`src/rtl/fe_control_array.sv`:
```
// ---------------------------------------------------------------------------
// fe_control_array
//   Front-end control for NPIX pixels of one pixel region, all in the Clk
//   domain. Holds per-pixel configuration, drives the analogue front-end
//   controls, synchronises the active-low discriminator outputs and measures
//   time-over-threshold (ToT) per pixel with dead time and a stretched
//   digital-injection mode.
//
//   Configuration word per pixel (CFG_W = TDAC_W+4):
//     {sign, tdac[TDAC_W-1:0], hit_or_en, cal_en, hit_en}
//
//   Ports:
//     Clk, Reset_B          clock, asynchronous active-low reset
//     DefConf, DefCalEn     force the default configuration on every pixel
//     Wr, WrAddr, DataIn    configuration write port
//     RdAddr, DataOut       registered readback of the effective configuration
//     S0, S1                injection switch controls -> AfeS0/AfeS1 (gated)
//     CalEdge, EnDigHit     digital injection strobe and hit source select
//     DiscOut_B             discriminator outputs, active-low, asynchronous
//     Dth1, Dth2            threshold trim, pixel p at [p*TDAC_W +: TDAC_W]
//     HitOut, HitOr         per-pixel hit level and registered region OR
//     TotValid, Tot         one-cycle ToT strobe and ToT value per pixel
//     PowerDown             ~hit_en per pixel
// ---------------------------------------------------------------------------
module fe_control_array #(
    parameter int NPIX     = 4,
    parameter int TDAC_W   = 4,
    parameter int TOT_W    = 4,
    parameter int DEAD_CYC = 2,
    parameter int CAL_LEN  = 3,
    parameter int AW       = 2
) (
    input  logic                   Clk,
    input  logic                   Reset_B,
    input  logic                   DefConf,
    input  logic                   DefCalEn,
    input  logic                   Wr,
    input  logic [AW-1:0]          WrAddr,
    input  logic [TDAC_W+3:0]      DataIn,
    input  logic [AW-1:0]          RdAddr,
    output logic [TDAC_W+3:0]      DataOut,
    input  logic                   S0,
    input  logic                   S1,
    input  logic                   CalEdge,
    input  logic                   EnDigHit,
    input  logic [NPIX-1:0]        DiscOut_B,
    output logic [NPIX-1:0]        AfeS0,
    output logic [NPIX-1:0]        AfeS1,
    output logic [NPIX*TDAC_W-1:0] Dth1,
    output logic [NPIX*TDAC_W-1:0] Dth2,
    output logic [NPIX-1:0]        HitOut,
    output logic                   HitOr,
    output logic [NPIX-1:0]        TotValid,
    output logic [NPIX*TOT_W-1:0]  Tot,
    output logic [NPIX-1:0]        PowerDown
);

    localparam int CFG_W     = TDAC_W + 4;
    localparam int CAL_W     = $clog2(CAL_LEN + 1);
    localparam int DEAD_W    = (DEAD_CYC > 1) ? $clog2(DEAD_CYC) : 1;
    localparam int DEAD_LOAD = (DEAD_CYC > 0) ? DEAD_CYC - 1 : 0;

    localparam logic [CFG_W-1:0] CFG_RST = {1'b0, {TDAC_W{1'b1}}, 3'b000};
    localparam logic [TOT_W-1:0] TOT_MAX = {TOT_W{1'b1}};

    typedef enum logic [1:0] {
        S_IDLE,
        S_COUNT,
        S_DEAD,
        S_ARM
    } state_t;

    function automatic logic [TOT_W-1:0] tot_sat_inc(input logic [TOT_W-1:0] v);
        if (v == TOT_MAX) return v;
        return v + TOT_W'(1);
    endfunction

    logic [CFG_W-1:0] cfg_q   [NPIX];
    logic [CFG_W-1:0] eff_cfg [NPIX];
    logic [CFG_W-1:0] def_cfg;
    logic [CFG_W-1:0] rd_cfg;
    logic             cal_p0;
    logic             cal_p1;
    logic             cal_rise;
    logic [NPIX-1:0]  hit_q;
    logic [NPIX-1:0]  hit_or_vec;

    assign def_cfg  = {1'b0, {TDAC_W{1'b1}}, 1'b1, DefCalEn, 1'b1};
    assign cal_rise = cal_p0 & ~cal_p1;
    assign HitOut   = hit_q;

    // Stored configuration; DefConf only overrides the effective view.
    always_ff @(posedge Clk or negedge Reset_B) begin
        if (!Reset_B) begin
            for (int p = 0; p < NPIX; p++) cfg_q[p] <= CFG_RST;
        end else if (Wr) begin
            for (int p = 0; p < NPIX; p++) begin
                if (int'(WrAddr) == p) cfg_q[p] <= DataIn;
            end
        end
    end

    // Readback mux; addresses with no pixel fall through to zero.
    always_comb begin
        rd_cfg = '0;
        for (int p = 0; p < NPIX; p++) begin
            if (int'(RdAddr) == p) rd_cfg = eff_cfg[p];
        end
    end

    // Stage p0/p1: registered CalEdge and its delayed copy for edge detection
    always_ff @(posedge Clk or negedge Reset_B) begin
        if (!Reset_B) begin
            DataOut <= '0;
            cal_p0  <= 1'b0;
            cal_p1  <= 1'b0;
            HitOr   <= 1'b0;
        end else begin
            DataOut <= rd_cfg;
            cal_p0  <= CalEdge;
            cal_p1  <= cal_p0;
            HitOr   <= |hit_or_vec;
        end
    end

    for (genvar p = 0; p < NPIX; p++) begin : g_pix
        logic              sign;
        logic [TDAC_W-1:0] tdac;
        logic              hor_en;
        logic              cal_en;
        logic              hit_en;
        logic              disc_p0;
        logic              disc_p1;
        logic [CAL_W-1:0]  cal_cnt;
        logic              hit_a;
        logic              hit_d;
        logic              g;
        state_t            state;
        logic [TOT_W-1:0]  tot_cnt;
        logic [TOT_W-1:0]  tot_q;
        logic              vld_q;
        logic              hit_r;
        logic [DEAD_W-1:0] dead_cnt;

        assign eff_cfg[p] = DefConf ? def_cfg : cfg_q[p];
        assign sign       = eff_cfg[p][CFG_W-1];
        assign tdac       = eff_cfg[p][CFG_W-2 -: TDAC_W];
        assign hor_en     = eff_cfg[p][2];
        assign cal_en     = eff_cfg[p][1];
        assign hit_en     = eff_cfg[p][0];

        assign AfeS0[p]                   = cal_en ? S0 : 1'b1;
        assign AfeS1[p]                   = cal_en ? S1 : 1'b1;
        assign Dth1[p*TDAC_W +: TDAC_W]   = sign ? '0 : tdac;
        assign Dth2[p*TDAC_W +: TDAC_W]   = sign ? tdac : '0;
        assign PowerDown[p]               = ~hit_en;
        assign Tot[p*TOT_W +: TOT_W]      = tot_q;
        assign TotValid[p]                = vld_q;
        assign hit_q[p]                   = hit_r;
        assign hit_or_vec[p]              = hit_r & hor_en;

        assign hit_a = ~disc_p1;
        assign hit_d = (cal_cnt != '0);
        assign g     = (EnDigHit ? hit_d : hit_a) & hit_en;

        // Stage p0/p1: two-flop synchroniser, idles high (no hit)
        always_ff @(posedge Clk or negedge Reset_B) begin
            if (!Reset_B) begin
                disc_p0 <= 1'b1;
                disc_p1 <= 1'b1;
            end else begin
                disc_p0 <= DiscOut_B[p];
                disc_p1 <= disc_p0;
            end
        end

        // Injection stretcher: a re-trigger while running simply reloads.
        always_ff @(posedge Clk or negedge Reset_B) begin
            if (!Reset_B) begin
                cal_cnt <= '0;
            end else if (cal_rise && cal_en) begin
                cal_cnt <= CAL_W'(CAL_LEN);
            end else if (cal_cnt != '0) begin
                cal_cnt <= cal_cnt - CAL_W'(1);
            end
        end

        // ToT state machine; hit_r mirrors "state is COUNT" as a register.
        always_ff @(posedge Clk or negedge Reset_B) begin
            if (!Reset_B) begin
                state    <= S_IDLE;
                tot_cnt  <= '0;
                tot_q    <= '0;
                vld_q    <= 1'b0;
                hit_r    <= 1'b0;
                dead_cnt <= '0;
            end else begin
                vld_q <= 1'b0;
                case (state)
                    S_IDLE: begin
                        if (g) begin
                            state   <= S_COUNT;
                            tot_cnt <= TOT_W'(1);
                            hit_r   <= 1'b1;
                        end
                    end
                    S_COUNT: begin
                        if (!hit_en) begin
                            // Masked mid-hit: drop the measurement silently.
                            state <= S_IDLE;
                            hit_r <= 1'b0;
                        end else if (g) begin
                            tot_cnt <= tot_sat_inc(tot_cnt);
                        end else begin
                            tot_q <= tot_cnt;
                            vld_q <= 1'b1;
                            hit_r <= 1'b0;
                            if (DEAD_CYC == 0) begin
                                state <= S_ARM;
                            end else begin
                                state    <= S_DEAD;
                                dead_cnt <= DEAD_W'(DEAD_LOAD);
                            end
                        end
                    end
                    S_DEAD: begin
                        if (dead_cnt == '0) state <= S_ARM;
                        else dead_cnt <= dead_cnt - DEAD_W'(1);
                    end
                    S_ARM: begin
                        // Require a release so a long hit is never counted twice.
                        if (!g) state <= S_IDLE;
                    end
                    default: state <= S_IDLE;
                endcase
            end
        end
    end

endmodule

```
`config.mk`:
```
export PLATFORM = sky130hd
export DESIGN_NAME = fe_control_array
export DESIGN_NICKNAME = d
export VERILOG_FILES = /design/src/rtl/fe_control_array.sv
export SDC_FILE = /design/constraint.sdc
export NUM_CORES = 1
export LEC_CHECK = 0
export ABC_AREA = 1
export BUFFER_PORTS_ARGS = -buffer_cell sky130_fd_sc_hd__buf_2
export CORE_AREA = 2 2 139 107
export CTS_CLUSTER_SIZE = 8
export DETAILED_ROUTE_END_ITERATION = 16
export DIE_AREA = 0 0 141 109
export PLACE_DENSITY_LB_ADDON = 0.15
export RECOVER_POWER = 50
export SYNTH_ARGS = -nofsm -noshare
export SYNTH_HDL_FRONTEND = slang
export SYNTH_SLANG_ARGS = --single-unit
export TNS_END_PERCENT = 20
```
`constraint.sdc`:
```
create_clock -name Clk -period 1.1 [get_ports Clk]
set_input_delay 0.165 -clock Clk [delete_from_list [all_inputs] [get_ports Clk]]
set_output_delay 0.165 -clock Clk [all_outputs]
set_load 0.01 [all_outputs]
```
==> results of run 1 <==
## routing by layer
layer,vias to the layer above,routed length (um)
li1,2361,-
met1,2228,6340
met2,95,6299
met3,12,511
met4,0,119
met5,-,0
## registers in the layout, indices dropped and copies added (netlist names), named ones only
signal and count:
g_pix.tot_cnt 16, cal_p0 1, g_pix.cal_cnt 8, HitOr 1
g_pix.state 4, g_pix.dead_cnt 4, g_pix.vld_q 4, DataOut 8
g_pix.hit_r 4, cal_p1 1, g_pix.tot_q 16, g_pix.disc_p1 4
g_pix.disc_p0 4, cfg_q 32
## report_power, final
| group | internal, mW | switching (mW) |
|---|---|---|
| Combinational | 2.60 | 3.23 |
| Clock | 1.60 | 1.45 |
| Sequential | 5.24 | 0.797 |
## cell families (layout without fill, tap and decap cells)
logic type	Yosys count	after routing	share of synthesized area (%)
simple gates	311	311	26.64
flops	111	111	52.54
fa+ha+maj	8	8	1.873
buf+inv	105	283	8.640
compound gates	102	102	10.30
## worst max-delay path by stage
stage                           to  slack (ps)  cells after the start
6_report                  Dth1[11]        -310                      3
3_3_place_gp     g_pix[2].tot_q[0]        -170                      7
2_1_floorplan  g_pix[0].tot_cnt[0]        -110                      7
4_1_cts                   Dth2[11]        -320                      5
5_1_grt                    Dth2[8]        -340                      5
3_5_place_dp     g_pix[2].tot_q[3]        -220                      7
## Yosys cell counts, drive strengths merged
master / instances / area (um^2)
o21ai: 99 / 525.5
inv: 87 / 339.1
nand4: 12 / 75.07
nand3: 37 / 240.2
dfrtp: 87 / 2177
ha: 8 / 100.1
nor2: 48 / 224.0
buf: 11 / 96.34
o2111ai: 2 / 17.52
a22oi: 1 / 7.510
dfstp: 24 / 630.6
clkbuf: 7 / 26.28
nand2: 212 / 869.6
nand3b: 2 / 15.01
## timing repair
item	CTS	global route
hold buffers	6	0
buffers inserted	12	4
resized for setup	89	55
hold endpoints to repair	69	0
endpoints found under the setup margin	104	99
pin swaps	29	19
## metrics by stage
stage          worst slack (ps)  instance area (um^2)  utilization, %  setup TNS (ps)
2_1_floorplan            -108.7                  5351               -           -2414
3_3_place_gp             -168.4                  6452           45.69           -5325
3_5_place_dp             -220.8                  6452           45.69           -7321
4_1_cts                  -318.7                  7057           49.97          -13100
5_1_grt                  -341.7                  7228           51.19          -17680
6_report                 -312.5                  7228           51.19          -11580
## layout make-up
class	instances	area, um^2
Clock buffer	11	242.7
Clock inverter	5	32.53
Fill cell	1341	6893
Inverter	87	346.6
Multi-Input combinational cell	421	2356
Sequential cell	111	2814
Tap cell	180	225.2
Timing Repair Buffer	180	1211
## critical path, stage by stage, from the launching register on
cell and delay, ps:
dfstp_2 560, inv_2 50, o21ai_2 150, buf_2 150
==> impl_metrics.env, run 1 <==
export IMPL_outcome="finished, violations left"
export IMPL_violations="setup timing"
export IMPL_viasPerCell=4.720
export IMPL_gp_congestion=0.8467
export IMPL_mostFrequentLayoutCells="183 x nand2_1, 94 x buf_2, 82 x dfrtp_1"
export IMPL_endpoint_kind="output port"
export IMPL_min_to="cfg_q[4]"
export IMPL_cts_htree_levels=3
export IMPL_placed_cells=957
export IMPL_gr_total_overflow=0
export IMPL_grt_util_met3_pct=3.338
export IMPL_grt_use_total_pct=17.71
export IMPL_tightest_slew_ps=544.3
export IMPL_grt_busiest_layer="met2"
export IMPL_ys_warn_count=0
export IMPL_fin_crit_sh_pct=128.4
export IMPL_cap_violations=0
export IMPL_diodes=0
export IMPL_clk_pin_slew_worst_paths_ps=70
export IMPL_syn_avg_cell_area_um2=8.389
export IMPL_fp_dieW_um=141
export IMPL_instances_no_fill=995
export IMPL_postRouteWirelength_mm=13.27
export IMPL_area_delta_synth_final_pct=35.26
export IMPL_die_area_um2=15370
export IMPL_syn_num_nets=670
export IMPL_setup_viol=81
export IMPL_first_iter_violations=258
export IMPL_grt_pass1_vias=4442
export IMPL_placementRows=38
export IMPL_critPathLaunch="cfg_q[14]"
export IMPL_io_buffer_count=101
export IMPL_dr_pass1_iters=5
export IMPL_initial_core_util_pct=37.84
export IMPL_ir_drop_mv=0.8834
export IMPL_die_h_um=109
export IMPL_holdWs_ps=114.5
export IMPL_hold_violations=0
export IMPL_num_vias=4696
export IMPL_slew_viol_final=0
export IMPL_reg2reg_depth=7
export IMPL_drc_errors=0
export IMPL_totalPowerFinal_mw=14.92
export IMPL_cts_sinks=111
export IMPL_ios=102
export IMPL_skew_ps=6.865
export IMPL_worstReg2RegEnd="g_pix[0].tot_cnt[2]"
export IMPL_cts_made_buffers=9
export IMPL_final_antenna_net_count=0
export IMPL_crit_fanout=3
export IMPL_r2r_start="g_pix[0].tot_cnt[0]"
export IMPL_p_leak_nw=3.727
export IMPL_tritoncts="built"
export IMPL_max_freq_mhz=707.9
export IMPL_synth_area_um2=5344
export IMPL_grt_pass1_wl_mm=21.60
export IMPL_coreArea_um2=14120
export IMPL_slew_headroom_pct=63.58
export IMPL_ys_types=30
export IMPL_rrSetupSlack_ps=-130
export IMPL_use_met1_pct=24.65
export IMPL_hpwlAfterDp_mm=9.841
export IMPL_clock_latency_ps=340
export IMPL_nNetsFinal=843
export IMPL_whs_path_depth=3
export IMPL_cts_root_buf="clkbuf_16"
export IMPL_use_met2_pct=29.13
export IMPL_p_per_area_nw_per_um2=2064
export IMPL_synthCells=637
export IMPL_antenna_found_initial=0
export IMPL_worstPathArrival_ps=1250
export IMPL_wl_per_cell_um=13.34
export IMPL_critPathKind="flip-flop to output port"
export IMPL_clockBufferDepth=2
export IMPL_ys_seq_area_share_pct=52.54
export IMPL_min_path_type="primary input to flip-flop"
export IMPL_final_common_cell="nand2_1"
export IMPL_worst_slack_ps=-312.5
export IMPL_required_ps=940
export IMPL_rsz0062_at_grt="yes"
export IMPL_grt_max_degree=37
export IMPL_synth_seq_cells=111
export IMPL_start_kind="flip-flop"
export IMPL_min_period_ps=1413
export IMPL_drive_gt1_share_pct=41.35
export IMPL_min_delay_start="DataIn[4]"
No activity file was read; power rests on OpenSTA's default activity.
==> run 2, diff against run 1 <==
Settings changed: TNS_END_PERCENT 20 to 5.
==> run 2 against run 1 <==
- the run still ends with setup timing left
- register-to-register slack got worse by 20 ps
- critical path depth did not move
- first-iteration DRC count rose by 28%
- die area did not move
- final cell count fell by 0.60%
- sequential cell count did not move
- sequential share of layout area rose by 0.69 points
- wire length fell by 2.3%
- clock skew rose by 2.7 ps
- hold slack improved by 11 ps
- critical endpoint unchanged
- largest cell class unchanged
==> impl_metrics.env, run 2 (same netlist as run 1, synthesis figures left out) <==
export IMPL_outcome="finished, violations left"
export IMPL_violations="setup timing"
export IMPL_slew_viol_final=0
export IMPL_endpoint_kind="output port"
export IMPL_nNetsFinal=837
export IMPL_viasPerCell=4.679
export IMPL_cts_root_buf="clkbuf_16"
export IMPL_grt_pass1_vias=4408
export IMPL_min_period_ps=1377
export IMPL_cts_made_buffers=9
export IMPL_start_kind="flip-flop"
export IMPL_rsz0062_at_grt="yes"
export IMPL_cpPeakStageDelay_ps=450
export IMPL_num_vias=4628
export IMPL_rrSetupSlack_ps=-150
export IMPL_setup_viol=83
export IMPL_drc_errors=0
export IMPL_whs_path_depth=3
export IMPL_tightest_slew_ps=649.7
export IMPL_wl_per_cell_um=13.11
export IMPL_hold_violations=0
export IMPL_grt_pass1_wl_mm=21.44
export IMPL_clockBufferDepth=2
export IMPL_postRouteWirelength_mm=12.96
export IMPL_path_buf_inv=2
export IMPL_crit_fanout=4
export IMPL_hpwlAfterDp_mm=9.741
export IMPL_crit_chain="buf_4 > o21ai_1 > buf_2"
export IMPL_diodes=0
export IMPL_fp_dieW_um=141
export IMPL_cap_violations=0
export IMPL_worst_slack_ps=-276.6
export IMPL_worstReg2RegEnd="g_pix[3].tot_cnt[3]"
export IMPL_dpl_cell_area_um2=6460
export IMPL_min_delay_start="DataIn[5]"
export IMPL_placementRows=38
export IMPL_critPathKind="flip-flop to output port"
export IMPL_grt_use_total_pct=17.66
export IMPL_reg_top3="cfg_q (32), g_pix.tot_cnt (16), g_pix.tot_q (16)"
export IMPL_clk_pin_slew_worst_paths_ps=70
export IMPL_gp_congestion=0.8385
export IMPL_p_leak_nw=3.650
export IMPL_p_per_area_nw_per_um2=2072
export IMPL_holdWs_ps=125.5
export IMPL_coreArea_um2=14120
export IMPL_min_to="cfg_q[21]"
export IMPL_placed_cells=960
export IMPL_clock_latency_ps=340
export IMPL_cp_slowest_cell="dfrtp_2"
export IMPL_slew_headroom_pct=56.69
export IMPL_die_area_um2=15370
export IMPL_tritoncts="built"
export IMPL_area_delta_synth_final_pct=32.92
export IMPL_first_iter_violations=330
export IMPL_required_ps=940
export IMPL_regMostFlops="cfg_q"
export IMPL_drive_gt1_share_pct=38.32
export IMPL_ios=102
export IMPL_min_path_type="primary input to flip-flop"
export IMPL_gr_total_overflow=0
export IMPL_skew_ps=9.568
export IMPL_final_common_cell="nand2_1"
export IMPL_cts_sinks=111
export IMPL_grt_max_degree=51
export IMPL_final_area_um2=7103
export IMPL_instances_no_fill=989
export IMPL_dr_pass1_iters=5
export IMPL_max_freq_mhz=726.4
export IMPL_mostFrequentLayoutCells="186 x nand2_1, 94 x buf_2, 82 x dfrtp_1"
export IMPL_fin_crit_sh_pct=125.1
export IMPL_worstPathArrival_ps=1210
export IMPL_cts_htree_levels=3
export IMPL_path_delay_family="flip-flops"
export IMPL_antenna_found_initial=0
export IMPL_die_h_um=109
export IMPL_ir_drop_mv=0.9543
export IMPL_io_buffer_count=101
export IMPL_initial_core_util_pct=37.84
export IMPL_r2r_start="g_pix[3].cal_cnt[0]"
export IMPL_reg2reg_depth=10
export IMPL_largest_register_ffs=32
export IMPL_final_antenna_net_count=0
[run 2: changes by cell type in the layout (fill, tap and decap cells not counted), sizes merged]
| cell | delta |
|---|---|
| buf | -7 |
| clkbuf | +3 |
| clkinv | -3 |
| clkinvlp | +2 |
| inv | -1 |
[run 2: final cells by class]
| type | count | area (um^2) |
|---|---|---|
| clock buffer | 13 | 250.2 |
| inverter | 87 | 349.1 |
| tap | 180 | 225.2 |
| multi-input combinational | 421 | 2280 |
| sequential | 111 | 2814 |
| clock inverter | 3 | 20.02 |
| timing repair buffer | 174 | 1165 |
| fill | 1333 | 7018 |
[run 2: report_power, final]
group          switching (mW)  internal [mW]
clock network            1.39           1.60
registers               0.758           5.24
logic                    3.20           2.53
[run 2: metrics by stage]
stage	power (mW)	setup TNS, ps	util [%]	setup WS [ps]
finish	14.72	-11460	50.30	-276.6
detailed placement	11.07	-7639	45.75	-209.2
CTS	14.69	-12660	49.90	-304.5
floorplan	8.977	-2409	-	-108.7
global placement	10.91	-5659	45.75	-146.4
global route	15.88	-18470	50.30	-345.4
[run 2: worst max path at each step]
stage | start | end | slack [ps] | depth (start not counted)
2_1_floorplan | g_pix[0].tot_cnt[0] | g_pix[0].tot_cnt[0] | -110 | 7
3_5_place_dp | g_pix[2].cal_cnt[0] | g_pix[2].tot_q[3] | -210 | 7
5_1_grt | cfg_q[19] | Dth1[4] | -350 | 3
4_1_cts | cfg_q[15] | Dth2[9] | -300 | 5
6_report | cfg_q[15] | Dth1[11] | -280 | 3
3_3_place_gp | g_pix[0].cal_cnt[0] | g_pix[0].tot_cnt[0] | -150 | 8
[run 2: repair_timing]
action	CTS	global route
hold buffers	6	0
buffers inserted	7	0
endpoints found under the setup margin	105	106
pin swaps	30	16
resized for setup	100	32
endpoints found under the hold margin	92	0
[run 2: routing by layer]
metal  track usage (%)  wire length, um  up-vias
met5                 0                0        -
met4             4.429              110        0
met3             4.128              604       11
met2             27.67             5970      103
met1             24.94             6279     2156
li1                  -                -     2358
[run 2: worst register-to-register path, cell delays in order, from the launching register on]
cell and delay (ps):
dfrtp_1 370, inv_2 60, ha_4 160, buf_4 130
inv_1 60, nand2_1 50, nand2_1 70, nand3_1 80
nor2_1 110, nand2_1 60, nand2_1 50
==> run 3, diff against run 2 <==
Settings changed: ABC_AREA 1 to unset, CORE_AREA 2 2 139 107 to 2 2 122 94, DIE_AREA 0 0 141 109 to 0 0 124 96.
==> run 3 against run 2 <==
- the flow still finishes with violations (setup timing)
- global-route usage up 6.0 points
- die area down 23%
- non-clock buffer count up 39
- via count down 8.1%
- clock skew down 5.0 ps
- final cell count down 20%
- first-iteration DRC count down 34%
- sequential power up 6.8%
==> impl_metrics.env, run 3 <==
export IMPL_muxShareOfSynthArea_pct=16.38
export IMPL_reg2reg_depth=6
export IMPL_clk_pin_slew_worst_paths_ps=70
export IMPL_min_to="cfg_q[29]"
export IMPL_synth_seq_cells=111
export IMPL_tightest_slew_ps=633.2
export IMPL_synth_top_area_cell="dfrtp_1"
export IMPL_dpl_cell_area_um2=6749
export IMPL_final_common_cell="dfrtp_1"
export IMPL_max_freq_mhz=667.1
export IMPL_clock_latency_ps=340
export IMPL_grt_pass1_vias=4261
export IMPL_p_leak_nw=3.664
export IMPL_final_area_um2=7665
export IMPL_synth_most_common_cell="dfrtp_1"
export IMPL_clockBufferDepth=2
export IMPL_synth_async_reset_ratio_pct=100.0
export IMPL_whs_path_depth=2
export IMPL_synthCells=439
export IMPL_endpoint_kind="output port"
export IMPL_cts_root_buf="clkbuf_16"
export IMPL_largest_register_ffs=32
export IMPL_final_antenna_net_count=0
export IMPL_skew_ps=4.592
export IMPL_area_delta_synth_final_pct=45.65
export IMPL_synth_compound_area_share_pct=13.24
export IMPL_critPathKind="flip-flop to output port"
export IMPL_die_h_um=96
export IMPL_preCtsSetupSlack_ps=-385.2
export IMPL_synth_top_family_by_area="multiplexers"
export IMPL_initial_core_util_pct=49.02
export IMPL_rrSetupSlack_ps=-390
export IMPL_ys_flop_type="dfrtp_1"
export IMPL_regMostFlops="cfg_q"
export IMPL_ir_drop_mv=1.294
export IMPL_p_per_area_nw_per_um2=2317
export IMPL_syn_num_nets=472
export IMPL_mostFrequentLayoutCells="87 x dfrtp_1, 83 x buf_2, 65 x buf_4"
export IMPL_synth_area_um2=5263
export IMPL_ios=102
export IMPL_diodes=0
export IMPL_holdWs_ps=92.04
export IMPL_min_delay_start="DataIn[5]"
export IMPL_worst_slack_ps=-399.0
export IMPL_min_path_type="primary input to flip-flop"
export IMPL_grt_use_total_pct=23.63
export IMPL_crit_fanout=3
export IMPL_start_kind="flip-flop"
export IMPL_setup_viol=112
export IMPL_slew_viol_final=0
export IMPL_gr_total_overflow=0
export IMPL_cts_made_buffers=9
export IMPL_synth_edf_count=0
export IMPL_worstReg2RegEnd="g_pix[1].tot_q[3]"
export IMPL_grt_max_degree=51
export IMPL_timing_setup_tns_ps=-26490
export IMPL_syn_avg_cell_area_um2=11.99
export IMPL_antenna_found_initial=0
export IMPL_drive_gt1_share_pct=59.05
export IMPL_synth_xor_area_share_pct=0.6657
export IMPL_rsz0062_at_grt="yes"
export IMPL_fp_dieW_um=124
export IMPL_yosys_top_cells_count="87 x dfrtp_1, 55 x mux2_2, 27 x inv_1"
export IMPL_first_iter_violations=218
export IMPL_required_ps=940
export IMPL_cap_violations=0
export IMPL_nNetsFinal=680
export IMPL_cts_sinks=111
export IMPL_viasPerCell=5.371
export IMPL_gp_congestion=0.8508
export IMPL_hold_violations=0
export IMPL_synth_adder_area_share_pct=1.902
export IMPL_fin_crit_sh_pct=136.3
export IMPL_grt_pass1_wl_mm=21.40
export IMPL_totalPowerFinal_mw=17.76
export IMPL_drc_errors=0
export IMPL_io_buffer_count=101
export IMPL_wl_per_cell_um=17.27
export IMPL_r2r_start="g_pix[1].cal_cnt[1]"
export IMPL_die_area_um2=11900
export IMPL_coreArea_um2=10740
export IMPL_violations="setup timing"
export IMPL_ys_warn_count=0
export IMPL_ys_types=46
export IMPL_ys_seq_area_share_pct=53.35
export IMPL_worstPathArrival_ps=1330
export IMPL_postRouteWirelength_mm=13.68
export IMPL_reg_top3="cfg_q (32), g_pix.tot_cnt (16), g_pix.tot_q (16)"
export IMPL_synth_top_area_share_pct=41.37
export IMPL_dr_pass1_iters=4
export IMPL_placementRows=33
export IMPL_hpwlAfterDp_mm=9.805
export IMPL_min_period_ps=1499
export IMPL_slew_headroom_pct=57.79
export IMPL_outcome="finished, violations left"
export IMPL_synthSimpleGateAreaFrac_pct=10.56
export IMPL_synthTopCellsByArea="dfrtp_1 41%, dfstp_2 12%, mux2_2 12%"
export IMPL_cts_htree_levels=3
export IMPL_num_vias=4254
export IMPL_tritoncts="built"
==> run 3: stage by stage <==
step                util [%]  std cells
detailed placement     62.87        765
global route           71.40        792
global placement       62.87        765
CTS                    69.50        789
floorplan                  -        439
finish                 71.40        792
==> run 3: cell type report <==
class                   instances  area [um^2]
fillers                       770         3070
multi-input cells             285         2638
inverters                      27        101.3
repair buffers                213         1629
clock buffers                  10        229.0
well taps                     140        175.2
clock inverters                 6        85.08
flip-flops and latches        111         2808
==> run 3: worst max-delay path, stage by stage (launching register included) <==
cell and delay, ps:
dfrtp_1 380, mux2_2 280, buf_6 130, nand2b_1 70, buf_2 140
==> run 3: how the worst max path moves through the flow <==
stage / start / to / slack (ps)
CTS: cfg_q[9] / AfeS1[2] / -430
detailed placement: g_pix[1].cal_cnt[1] / g_pix[1].tot_q[3] / -390
global placement: g_pix[1].cal_cnt[1] / g_pix[1].tot_q[3] / -330
floorplan: g_pix[1].cal_cnt[1] / g_pix[1].tot_q[0] / -300
global route: cfg_q[17] / AfeS1[1] / -440
finish: cfg_q[17] / AfeS1[1] / -400
==> run 3: kinds of logic after synthesis <==
kind of cell / Yosys count
DFF: 111
and+or+nand+nor: 103
AOI/OAI and AO/OA: 102
muxes: 68
buffers and inverters: 43
adders and majority gates: 8
xor gates and xnor gates: 4
==> run 3: timing repair <==
| item | in CTS | in global routing |
|---|---|---|
| setup endpoints to repair | 114 | 116 |
| gates resized for setup | 97 | 45 |
| endpoints found under the hold margin | 92 | 0 |
| pin swaps | 22 | 17 |
| hold buffers | 6 | 0 |
| setup buffers | 2 | 3 |
| gates cloned | 0 | 0 |
==> run 3: power breakdown <==
part           switching [mW]  leakage, nW  internal, mW
registers               0.982         1.31          5.42
logic                    3.64         2.21          4.28
clock network            1.45        0.148          1.99
total                    6.07         3.66          11.7
==> run 3: routing by layer <==
| metal | GRT usage (%) | up-vias | wire, um |
|---|---|---|---|
| met5 | 0 | - | 0 |
| met2 | 39.24 | 83 | 6839 |
| li1 | - | 2013 | - |
| met1 | 31.58 | 2138 | 6078 |
| met3 | 5.391 | 20 | 573 |
| met4 | 6.086 | 0 | 189 |
